File: config.mk
export PLATFORM = sky130hd
export DESIGN_NAME = frame_sweep_ctrl
export DESIGN_NICKNAME = d
export VERILOG_FILES = /design/src/rtl/frame_sweep_ctrl_pkg.sv /design/src/rtl/frame_sweep_ctrl_pixel_coord_tracker.sv /design/src/rtl/frame_sweep_ctrl.sv
export SDC_FILE = /design/constraint.sdc
export NUM_CORES = 1
export LEC_CHECK = 0
export BUFFER_PORTS_ARGS = -buffer_cell sky130_fd_sc_hd__clkbuf_2
export CORE_ASPECT_RATIO = 0.5
export CORE_MARGIN = 1
export CORE_UTILIZATION = 50
export CTS_BUF_LIST = sky130_fd_sc_hd__clkbuf_4
export DETAILED_ROUTE_END_ITERATION = 7
export PLACE_DENSITY_LB_ADDON = 0.12
export SYNTH_ARGS = -nofsm -noshare
export SYNTH_HDL_FRONTEND = slang
export SYNTH_HIERARCHICAL = 1
export SYNTH_SLANG_ARGS = --single-unit
File: constraint.sdc
create_clock -name clk -period 7.5 [get_ports clk]
set_clock_uncertainty 0.05 [all_clocks]
set_input_delay 1.125 -clock clk [delete_from_list [all_inputs] [get_ports clk]]
set_output_delay 1.125 -clock clk [all_outputs]
set_load 0.01 [all_outputs]
File: src/rtl/frame_sweep_ctrl_pkg.sv
// Shared definitions for the frame sweep sequencer.
// Holds the controller state encoding, the filter mode codes handed to the
// kernel, and the default frame geometry.
package frame_sweep_ctrl_pkg;

    typedef enum logic [2:0] {
        S_IDLE  = 3'd0,
        S_ISSUE = 3'd1,
        S_WAIT  = 3'd2,
        S_WRITE = 3'd3,
        S_DONE  = 3'd4
    } state_t;

    localparam logic [1:0] MODE_BLUR    = 2'b00;
    localparam logic [1:0] MODE_SHARPEN = 2'b01;
    localparam logic [1:0] MODE_OUTLINE = 2'b10;
    localparam logic [1:0] MODE_EMBOSS  = 2'b11;

    localparam int DEF_IMG_W = 256;
    localparam int DEF_IMG_H = 256;

endpackage

File: src/rtl/frame_sweep_ctrl_pixel_coord_tracker.sv
// pixel_coord_tracker: keeps the linear pixel index together with its
// row/column so border and last-pixel tests are simple compares.
// Ports:
//   clk, n_rst   clock, synchronous active-low reset
//   clear        restart at pixel 0 (row 0, col 0)
//   advance      step to the next pixel in raster order
//   pix          current pixel index (ADDR_W+1 bits)
//   border       current pixel lies on the frame border
//   next_border  the pixel after the current one lies on the border
//   last         current pixel is IMG_W*IMG_H-1
module pixel_coord_tracker #(
    parameter int IMG_W  = 256,
    parameter int IMG_H  = 256,
    parameter int ADDR_W = 16
) (
    input  logic              clk,
    input  logic              n_rst,
    input  logic              clear,
    input  logic              advance,
    output logic [ADDR_W:0]   pix,
    output logic              border,
    output logic              next_border,
    output logic              last
);
    localparam int CW = $clog2(IMG_W + 1);
    localparam int RW = $clog2(IMG_H + 1);
    localparam logic [CW-1:0]   COL_LAST = CW'(IMG_W - 1);
    localparam logic [CW-1:0]   COL_PEN  = CW'(IMG_W - 2);
    localparam logic [RW-1:0]   ROW_LAST = RW'(IMG_H - 1);
    localparam logic [ADDR_W:0] PIX_LAST = (ADDR_W+1)'(IMG_W * IMG_H - 1);

    logic [CW-1:0] col;
    logic [RW-1:0] row;

    always_ff @(posedge clk) begin
        if (!n_rst || clear) begin
            pix <= '0;
            col <= '0;
            row <= '0;
        end else if (advance) begin
            pix <= pix + 1'b1;
            if (col == COL_LAST) begin
                col <= '0;
                row <= row + 1'b1;
            end else begin
                col <= col + 1'b1;
            end
        end
    end

    assign border = (row == '0) || (row == ROW_LAST) || (col == '0) || (col == COL_LAST);
    // Successor wraps to col 0 when on the last column; otherwise same row,
    // and it hits the right edge when we are on the penultimate column.
    assign next_border = (row == '0) || (row == ROW_LAST) || (col == COL_LAST) ||
                         ((IMG_W >= 2) && (col == COL_PEN));
    assign last = (pix == PIX_LAST);

endmodule

File: src/rtl/frame_sweep_ctrl.sv
// frame_sweep_ctrl: walks the kernel_ops datapath over every pixel of a
// frame, waits for each result (with a per-pixel timeout) and writes it
// to the output frame buffer at the pixel's address.
// Ports:
//   clk, n_rst              clock, synchronous active-low reset
//   start, abort, mode_in   frame control; mode latched at start
//   k_pixel, k_mode,
//   k_strobe                request to kernel (strobe marks a new pixel)
//   k_result, k_output      kernel result pulse and data
//   wr_en, wr_addr, wr_data,
//   wr_ready                output buffer write handshake
//   busy, done, timeout_err status
// Build option: define FRAME_SEQ_BORDER_SKIP_EN to bypass the kernel for
// border pixels and write 0 there instead.
module frame_sweep_ctrl
    import frame_sweep_ctrl_pkg::*;
#(
    parameter int IMG_W   = DEF_IMG_W,
    parameter int IMG_H   = DEF_IMG_H,
    parameter int ADDR_W  = 16,
    parameter int DATA_W  = 17,
    parameter int TIMEOUT = 16
) (
    input  logic              clk,
    input  logic              n_rst,
    input  logic              start,
    input  logic              abort,
    input  logic [1:0]        mode_in,
    output logic [ADDR_W:0]   k_pixel,
    output logic [1:0]        k_mode,
    output logic              k_strobe,
    input  logic              k_result,
    input  logic [DATA_W-1:0] k_output,
    output logic              wr_en,
    output logic [ADDR_W-1:0] wr_addr,
    output logic [DATA_W-1:0] wr_data,
    input  logic              wr_ready,
    output logic              busy,
    output logic              done,
    output logic              timeout_err
);
    localparam int WCW = $clog2(TIMEOUT + 1);
    localparam logic [WCW-1:0] WCNT_LAST = WCW'(TIMEOUT - 1);

    state_t          state, state_nxt;
    logic [ADDR_W:0] pix, pix_next;
    logic            border, next_border, last;
    logic            clear, advance, expire;
    logic [WCW-1:0]  wcnt;
    logic            unused_border;

    pixel_coord_tracker #(
        .IMG_W  (IMG_W),
        .IMG_H  (IMG_H),
        .ADDR_W (ADDR_W)
    ) u_coord (
        .clk         (clk),
        .n_rst       (n_rst),
        .clear       (clear),
        .advance     (advance),
        .pix         (pix),
        .border      (border),
        .next_border (next_border),
        .last        (last)
    );

    // Current-pixel border flag is informational only; decisions are made
    // on the successor when advancing.
    assign unused_border = border ^ next_border;

    // wcnt counts WAIT cycles from 0, so expiry lands on the TIMEOUT-th one.
    assign expire = (wcnt == WCNT_LAST);

    always_comb begin
        state_nxt = state;
        clear     = 1'b0;
        advance   = 1'b0;
        unique case (state)
            S_IDLE: if (start) begin
                clear = 1'b1;
`ifdef FRAME_SEQ_BORDER_SKIP_EN
                state_nxt = S_WRITE;      // pixel 0 is always on the border
`else
                state_nxt = S_ISSUE;
`endif
            end
            S_ISSUE: state_nxt = S_WAIT;
            S_WAIT:  if (k_result || expire) state_nxt = S_WRITE;
            S_WRITE: if (wr_ready) begin
                if (last) begin
                    state_nxt = S_DONE;
                end else begin
                    advance = 1'b1;
`ifdef FRAME_SEQ_BORDER_SKIP_EN
                    state_nxt = next_border ? S_WRITE : S_ISSUE;
`else
                    state_nxt = S_ISSUE;
`endif
                end
            end
            S_DONE:  state_nxt = S_IDLE;
            default: state_nxt = S_IDLE;
        endcase
        if (abort) begin
            state_nxt = S_IDLE;
            clear     = 1'b0;
            advance   = 1'b0;
        end
        pix_next = pix;
        if (clear)        pix_next = '0;
        else if (advance) pix_next = pix + 1'b1;
    end

    always_ff @(posedge clk) begin
        if (!n_rst) begin
            state       <= S_IDLE;
            k_pixel     <= '0;
            k_mode      <= '0;
            wr_addr     <= '0;
            wr_data     <= '0;
            wcnt        <= '0;
            timeout_err <= 1'b0;
        end else begin
            state <= state_nxt;
            if (!abort) begin
                if (state == S_IDLE && start) begin
                    k_mode      <= mode_in;
                    timeout_err <= 1'b0;
                end
                // k_pixel/wr_addr load on entry so they are valid during ISSUE
                if (state_nxt == S_ISSUE) begin
                    k_pixel <= pix_next;
                    wr_addr <= pix_next[ADDR_W-1:0];
                end
                if (state == S_ISSUE) wcnt <= '0;
                if (state == S_WAIT) begin
                    wcnt <= wcnt + 1'b1;
                    if (k_result) begin
                        wr_data <= k_output;
                    end else if (expire) begin
                        wr_data     <= '0;
                        timeout_err <= 1'b1;
                    end
                end
`ifdef FRAME_SEQ_BORDER_SKIP_EN
                // Border pixel entered straight from IDLE or a prior WRITE.
                if (state_nxt == S_WRITE && (clear || advance)) begin
                    wr_addr <= pix_next[ADDR_W-1:0];
                    wr_data <= '0;
                end
`endif
            end
        end
    end

    assign k_strobe = (state == S_ISSUE);
    assign wr_en    = (state == S_WRITE);
    assign busy     = (state == S_ISSUE) || (state == S_WAIT) || (state == S_WRITE);
    assign done     = (state == S_DONE);

endmodule

==> results.py <==
metrics = {
    "cts": {
        "cts.sinks": 62,
        "cts_buffers": 9,
        "clock-root-buffer": "clkbuf_4",
        "ctsResizeCount": 0,
        "path_clk_slew_ps": 90,
        "tritoncts": "done",
        "h-tree-depth": 3,
        "post_cts_buffers": 0,
        "clk_latency_ps": 400,
        "ctsHoldBuffers": 0,
        "clock_path_buffers": 2,
    },
    "setup_path": {
        "worstPathRequired_ps": 7770,
        "rrSetupSlack_ps": 4060,
        "end_kind": "register",
        "startpoint_type": "register",
        "cp.arrival_ps": 3710,
        "path_max_fanout": 8,
        "setup.worst_path.class": "reg -> reg",
    },
    "synth": {
        "synth.net_count": 372,
        "netlist_instances": 342,
        "syn_avg_cell_area_um2": 8.84,
        "synth_area_um2": 3020,
        "yosysWarnings": 6,
    },
    "floorplan": {
        "die_height_um": 57.0,
        "rows": 19,
        "ioPinCount": 82,
        "start_util": 0.534,
        "dieArea_um2": 6380,
        "die_w_um": 112,
        "core_um2": 5660,
    },
    "sta": {
        "setup_viol": 0,
        "hold_viol": 0,
        "finalMaxSlewViolations": 0,
        "fin_hold_ws_ps": 404,
        "relSlewSlack": 0.416,
        "fmax_mhz": 291,
        "fin_crit_sh": 0.458,
        "tns_ps": 0,
        "worst_pin_slew_ps": 869,
        "period_minus_slack_ps": 3440,
        "rsz0062_at_grt": "no",
    },
    "detailed_routing": {
        "drcViolationCount": 5,
        "wl_per_cell_um": 13.5,
        "vias_per_cell": 5.31,
        "postRouteAntennaNets": 0,
        "initialDrtViolationCount": 92,
        "drt_wl_total_um": 6420,
        "dr.pass1.iters": 8,
        "num_vias": 2523,
    },
    "power_and_ir_drop": {
        "powerDensity_nw_per_um2": 159,
        "vdd_drop_max_v": 0.0000917,
        "p_leak_nw": 1.39,
    },
    "final_layout": {
        "area_delta_synth_final_pct": 11.5,
        "multi_input_area_um2": 1500,
        "seq_area_um2": 1240,
        "mostFrequentLayoutCells": "clkbuf_2 (81), dfxtp_1 (62), nand2_1 (37)",
        "final_nets": 429,
        "drive_gt1_frac": 0.279,
        "fillers": 517,
        "instances_no_fill": 475,
        "layout.cells.most_common": "clkbuf_2",
        "diodes": 0,
    },
    "min_path": {
        "min_path_type": "reg -> reg",
    },
    "outcome": {
        "status": "finished, violations left",
        "violations": "design-rule violations",
    },
    "grt": {
        "track_usage": 0.214,
        "met3_usage": 0.0691,
        "overflow": 0,
        "grt_pass1_vias": 2284,
        "grt_use_met1": 0.263,
        "antenna_found_initial": 0,
        "top_usage_layer": "met2",
        "use_met2": 0.353,
        "grt_max_degree": 30,
        "grt_pass1_wl_um": 10600,
    },
    "job": {
        "cap_violations": 0,
    },
    "place": {
        "place_hpwl_um": 4570,
        "globalplace.congestion": 0.859,
        "dpl.cell_count": 461,
        "portBuffers": 81,
    },
}
cell type report:
type | instances | area share
Multi-Input combinational cell | 235 | 0.444
Clock buffer | 11 | 0.0245
Tap cell | 73 | 0.0271
Inverter | 10 | 0.0115
Sequential cell | 62 | 0.368
Clock inverter | 3 | 0.00408
Timing Repair Buffer | 81 | 0.120
power by group:
group          internal [W]   total, W  leakage (nW)  switching, W
registers          0.000330   0.000332         0.500    0.00000224
logic             0.0000112  0.0000283         0.835     0.0000171
clock network     0.0000700   0.000177        0.0600      0.000107
registers in the layout (all words and copies together), names as in the netlist:
register     flops
k_pixel         17
u_coord/pix     17
state            3
k_mode           2
wcnt             5
wr_data         17
timeout_err      1
stage by stage:
stage | utilization | area, um^2 | total power [W] | worst slack (ps)
after global routing | 0.596 | 3370 | 0.000565 | 3800
after global placement | 0.579 | 3270 | 0.000368 | 3990
after CTS | 0.596 | 3370 | 0.000548 | 4120
after detailed placement | 0.579 | 3270 | 0.000369 | 3910
final | 0.596 | 3370 | 0.000538 | 4060
after floorplan | - | 3020 | 0.000361 | 4650
metal layers:
metal | share of wire | up-vias
li1 | - | 1291
met1 | 0.46 | 1174
met2 | 0.48 | 56
met3 | 0.056 | 2
met4 | 0.0036 | 0
met5 | 0 | -
worst max-delay path, stage by stage (launching register included):
cell	delay [ps]
dfxtp_1	390
ha_1	270
nand4_1	100
nor4_1	70
ha_1	250
nor4_2	770
and4_1	410
or4b_1	510
or3_1	380
a21oi_1	140
worst paths after layout:
kind | from | endpoint | depth (start not counted)
worst min-delay path | wr_data[7]$_SDFFE_PN0P_ | wr_data[7]$_SDFFE_PN0P_ | 2
worst max register to register | u_coord/pix[0]$_SDFFE_PP0P_ | u_coord/pix[15]$_SDFFE_PP0P_ | 9
worst max-delay path | u_coord/pix[0]$_SDFFE_PP0P_ | u_coord/pix[15]$_SDFFE_PP0P_ | 9
worst min register to register | wr_data[7]$_SDFFE_PN0P_ | wr_data[7]$_SDFFE_PN0P_ | 2
Power figures use the tool's default switching activity.
